--- src/rtl/serial_subtractor_pkg.sv ---
// Shared definitions for the bit-serial subtractor: FSM state encoding and
// the bit-counter width helper.
package serial_subtractor_pkg;

  localparam logic [1:0] ST_IDLE = 2'd0;
  localparam logic [1:0] ST_RUN  = 2'd1;
  localparam logic [1:0] ST_DONE = 2'd2;

  typedef enum logic [1:0] {
    IDLE = ST_IDLE,
    RUN  = ST_RUN,
    DONE = ST_DONE
  } state_e;

  // Counter must hold 0..width inclusive without wrapping.
  function automatic int cnt_bits(input int width);
    return $clog2(width + 1);
  endfunction

endpackage

--- src/rtl/full_subtractor.sv ---
// One-bit full subtractor: d = a - b - b_in, with borrow out.
module full_subtractor (
  input  logic a,
  input  logic b,
  input  logic b_in,
  output logic d,
  output logic b_out
);

  assign d     = a ^ b ^ b_in;
  assign b_out = (~a & b) | (~(a ^ b) & b_in);

endmodule

--- src/rtl/serial_subtractor.sv ---
// Bit-serial unsigned subtractor: one bit per clock, LSB first, with a
// one-cycle done pulse carrying the WIDTH-bit difference and final borrow.
module serial_subtractor
  import serial_subtractor_pkg::*;
#(
  parameter int WIDTH = 8
) (
  input  logic             clk,
  input  logic             rst,
  input  logic             start,
  input  logic [WIDTH-1:0] x,
  input  logic [WIDTH-1:0] y,
  input  logic             borrow_in,
  output logic             busy,
  output logic             done,
  output logic [WIDTH-1:0] z,
  output logic             borrow_out
);

  localparam int CW = cnt_bits(WIDTH);

  state_e           state_q;
  logic [WIDTH-1:0] a_q;
  logic [WIDTH-1:0] b_q;
  logic             br_q;
  logic [WIDTH-1:0] r_q;
  logic [CW-1:0]    cnt_q;
  logic             busy_q;
  logic             done_q;
  logic [WIDTH-1:0] z_q;
  logic             bout_q;

  logic             diff_s;
  logic             br_d;
  logic [WIDTH-1:0] r_d;
  logic             last_bit_s;

  full_subtractor u_fs (
    .a     (a_q[0]),
    .b     (b_q[0]),
    .b_in  (br_q),
    .d     (diff_s),
    .b_out (br_d)
  );

  assign r_d        = {diff_s, r_q[WIDTH-1:1]};
  assign last_bit_s = (cnt_q == CW'(WIDTH - 1));

  // FSM, datapath shift registers and registered outputs.
  always_ff @(posedge clk) begin
    if (rst) begin
      state_q <= IDLE;
      a_q     <= '0;
      b_q     <= '0;
      br_q    <= 1'b0;
      r_q     <= '0;
      cnt_q   <= '0;
      busy_q  <= 1'b0;
      done_q  <= 1'b0;
      z_q     <= '0;
      bout_q  <= 1'b0;
    end else begin
      case (state_q)
        IDLE, DONE: begin
          done_q <= 1'b0;
          if (start) begin
            a_q     <= x;
            b_q     <= y;
            br_q    <= borrow_in;
            cnt_q   <= '0;
            busy_q  <= 1'b1;
            state_q <= RUN;
          end else begin
            busy_q  <= 1'b0;
            state_q <= IDLE;
          end
        end
        RUN: begin
          a_q   <= {1'b0, a_q[WIDTH-1:1]};
          b_q   <= {1'b0, b_q[WIDTH-1:1]};
          br_q  <= br_d;
          r_q   <= r_d;
          cnt_q <= cnt_q + CW'(1);
          // The last bit's result goes straight into z, so z is never partial.
          if (last_bit_s) begin
            z_q     <= r_d;
            bout_q  <= br_d;
            busy_q  <= 1'b0;
            done_q  <= 1'b1;
            state_q <= DONE;
          end else begin
            busy_q  <= 1'b1;
            done_q  <= 1'b0;
            state_q <= RUN;
          end
        end
        default: begin
          busy_q  <= 1'b0;
          done_q  <= 1'b0;
          state_q <= IDLE;
        end
      endcase
    end
  end

  assign busy       = busy_q;
  assign done       = done_q;
  assign z          = z_q;
  assign borrow_out = bout_q;

endmodule

--- config.mk ---
export PLATFORM = sky130hd
export DESIGN_NAME = serial_subtractor
export DESIGN_NICKNAME = d
export VERILOG_FILES = /design/src/rtl/serial_subtractor_pkg.sv /design/src/rtl/full_subtractor.sv /design/src/rtl/serial_subtractor.sv
export SDC_FILE = /design/constraint.sdc
export NUM_CORES = 1
export LEC_CHECK = 0
export ABC_AREA = 1
export BUFFER_PORTS_ARGS = -buffer_cell sky130_fd_sc_hd__buf_4
export CAP_MARGIN = 10
export CORE_ASPECT_RATIO = 1.5
export CORE_MARGIN = 10
export CORE_UTILIZATION = 40
export CTS_BUF_LIST = sky130_fd_sc_hd__clkbuf_2
export CTS_CLUSTER_DIAMETER = 100
export DETAILED_ROUTE_END_ITERATION = 16
export SYNTH_ARGS = -nofsm -noshare
export SYNTH_HDL_FRONTEND = slang
export SYNTH_SLANG_ARGS = --single-unit
export TNS_END_PERCENT = 50
--- constraint.sdc ---
create_clock -name clk -period 1.49 [get_ports clk]
set_input_delay 0.2235 -clock clk [delete_from_list [all_inputs] [get_ports clk]]
set_output_delay 0.2235 -clock clk [all_outputs]
set_load 0.01 [all_outputs]
==> impl_metrics.env <==
export IMPL_drive_gt1_frac=0.224
export IMPL_min_to="a_q[7]$_SDFFE_PP0P_"
export IMPL_chipHeight_um=103
export IMPL_period_minus_slack_ps=1350
export IMPL_cts_resized_gates=0
export IMPL_post_place_cells=312
export IMPL_h_tree_depth=2
export IMPL_grt_pass1_vias=1613
export IMPL_met2_usage=0.199
export IMPL_diodes=0
export IMPL_routed_wl_um=4140
export IMPL_grt_pass1_wl_um=6960
export IMPL_route_detailed_drc=0
export IMPL_final_design_area_no_fill_um2=2120
export IMPL_wire_per_inst_um=12.9
export IMPL_period_share=0.907
export IMPL_ys_seq_area_frac=0.439
export IMPL_critPathMaxFanout=6
export IMPL_r2r_cells=6
export IMPL_worstSetupStartpointType="flip-flop"
export IMPL_cts_buffer_depth=2
export IMPL_use_met3=0.0356
export IMPL_multi_input_area_um2=813
export IMPL_setup_violations=0
export IMPL_holdWs_ps=68.1
export IMPL_r2r_setup_slack_ps=220
export IMPL_synth_seq_cells=40
export IMPL_synth_area_top_cells="dfxtp_1 (44%), nand3_1 (18%), nand2_1 (7.0%), a21oi_1 (4.9%), nor2_1 (4.9%)"
export IMPL_root_buffer="clkbuf_2"
export IMPL_synth_top_cell_area_share=0.439
export IMPL_drtAntennaViolNets=0
export IMPL_p_int_w=0.00136
export IMPL_hold_depth=3
export IMPL_clk_pin_slew_worst_paths_ps=200
export IMPL_critPathKind="flip-flop to output pin"
export IMPL_num_vias=1621
export IMPL_die_w_um=75.1
export IMPL_dr_pass1_iters=4
export IMPL_synth_warnings=0
export IMPL_hp_class="primary input to flip-flop"
export IMPL_drv_cap=0
export IMPL_fmax_mhz=740
export IMPL_synth_cell_types=25
export IMPL_netSwitchingFraction=0.294
export IMPL_slew_headroom=0.586
export IMPL_routabilityCongestion=0.779
export IMPL_fin_setup_tns_ps=0
export IMPL_antenna_found_initial=0
export IMPL_min_from="x[7]"
export IMPL_clock_skew_ps=6.78
export IMPL_cts_setup_buffers=0
export IMPL_core_region_area_um2=4470
export IMPL_rsz0062_at_grt="false"
export IMPL_netlist_area_um2=1820
export IMPL_synth_area_leader_cell="dfxtp_1"
export IMPL_cts_tree="built"
export IMPL_drtIter0Drc=81
export IMPL_synth_avg_cell_area_um2=7.60
export IMPL_syn_nets=262
export IMPL_groute_usage_overall=0.114
export IMPL_dieArea_um2=7720
export IMPL_hold_buffers=0
export IMPL_rr_endpoint="z[2]$_SDFFE_PP0P_"
export IMPL_grt_max_degree=28
export IMPL_worst_slew_pin_slew_ps=617
export IMPL_fin_cells=320
export IMPL_crit_path_end_kind="output pin"
export IMPL_initial_core_util=0.408
export IMPL_critical_path_arrival_ps=1130
export IMPL_fill_cells=501
export IMPL_clock_sinks=40
export IMPL_power_frac_clock=0.241
export IMPL_syn2layout_area_growth_pct=16.0
export IMPL_io_pins=31
export IMPL_hpwlAfterDp_um=3020
export IMPL_power_switching_w=0.000568
export IMPL_fp_row_count=30
export IMPL_grt_busiest_layer="met2"
export IMPL_viasPerCell=5.07
export IMPL_clkLatencyLatePin_ps=390
export IMPL_io_buffers=30
export IMPL_slew_viol_final=0
export IMPL_required_ps=1270
export IMPL_cts_buffers=5
export IMPL_peakVddDrop_uv=449
export IMPL_sequentialPowerShare=0.602
export IMPL_fin_nets=293
export IMPL_reg2reg_from="cnt_q[1]$_SDFFE_PP0P_"
export IMPL_met1_usage=0.124
export IMPL_seqCellArea_um2=802
export IMPL_p_leak_nw=0.974
export IMPL_power_density_nw_per_um2=913
export IMPL_hold_viol=0
export IMPL_status="completed"
export IMPL_combPwrFrac=0.158
export IMPL_grt_overflow=0
export IMPL_place_area_um2=2070
export IMPL_synth_cells=240
[worst max-delay path, cell delays in order, from the launching register on]
cell and delay [ps]:
dfxtp_2 440, buf_4 170, buf_4 120
[placed cells by master (no fill, tap or decap)]
| cell type | Yosys | layout |
|---|---|---|
| ha_1 | 1 | 1 |
| dfxtp_1 | 40 | 39 |
| clkinv_2 | 0 | 2 |
| nor2_4 | 1 | 1 |
| buf_12 | 1 | 1 |
| nand2_1 | 34 | 33 |
| nor2_1 | 24 | 24 |
| nand2_2 | 1 | 2 |
| clkbuf_2 | 1 | 5 |
| clkinv_1 | 1 | 2 |
| buf_4 | 4 | 39 |
| nand3_2 | 3 | 3 |
| o21ai_0 | 9 | 9 |
| inv_4 | 1 | 1 |
| a21oi_1 | 18 | 18 |
| inv_1 | 20 | 20 |
| fa_1 | 1 | 1 |
| dfxtp_2 | 0 | 1 |
| nand3_1 | 64 | 64 |
| a21oi_2 | 3 | 3 |
| nand2_4 | 1 | 1 |
| nor2_8 | 1 | 1 |
| inv_2 | 1 | 1 |
[through the flow]
stage | utilization | power (W) | setup slack, ps
floorplan | - | 0.00140 | 344
global placement | 0.464 | 0.00149 | 201
detailed placement | 0.464 | 0.00149 | 161
CTS | 0.473 | 0.00195 | 23.7
global route | 0.474 | 0.00205 | 41.6
finish | 0.474 | 0.00193 | 138
[worst max-delay path by stage]
stage | from | to | slack [ps] | cells after the start
floorplan | b_q[0]$_SDFFE_PP0P_ | r_q[7]$_SDFFE_PP0P_ | 340 | 4
global placement | cnt_q[0]$_SDFFE_PP0P_ | z[7]$_SDFFE_PP0P_ | 200 | 6
global route | cnt_q[0]$_SDFFE_PP0P_ | borrow_out$_SDFFE_PP0P_ | 40 | 6
finish | state_q[0]$_SDFF_PP0_ | busy | 140 | 2
detailed placement | cnt_q[1]$_SDFFE_PP0P_ | z[1]$_SDFFE_PP0P_ | 160 | 6
CTS | state_q[0]$_SDFF_PP0_ | busy | 20 | 2
[routing by layer]
metal | vias to the layer above | wire, um
met5 | - | 0
met4 | 0 | 63
met3 | 6 | 146
met2 | 30 | 2060
met1 | 741 | 1870
li1 | 844 | -
[power by group through the flow]
stage	clock network [W]	logic (W)	registers [W]
after floorplan	0	0.000231	0.00117
final	0.000465	0.000304	0.00116
after global placement	0	0.000306	0.00118
after global routing	0.000529	0.000345	0.00117
after detailed placement	0	0.000309	0.00118
after CTS	0.000475	0.000309	0.00116
[kinds of logic after synthesis]
family,after synthesis,synth area share
AOI/OAI and AO/OA,30,0.0885
adders and majority gates,2,0.0178
buffers and inverters,39,0.117
DFF,40,0.439
and+or+nand+nor,129,0.338
[synthesized netlist by cell type, drive strengths merged]
cell	number
a21oi	21
buf	12
clkbuf	4
clkinv	1
dfxtp	40
fa	1
ha	1
inv	22
nand2	36
nand3	67
nor2	26
o21ai	9
[sequential cells by signal, indices dropped and copies added, names as in the netlist]
signal,cells
done,1
b_q,8
borrow_out,1
r_q,7
cnt_q,4
z,8
a_q,8
state_q,2
br_q,1
[cell type report]
class	count	area share
Multi-Input combinational cell	161	0.384
Sequential cell	40	0.379
Timing Repair Buffer	40	0.148
Inverter	23	0.0420
Tap cell	48	0.0284
Clock buffer	5	0.0118
Clock inverter	3	0.00651
Note: power is estimated with default switching activity, not from simulation.
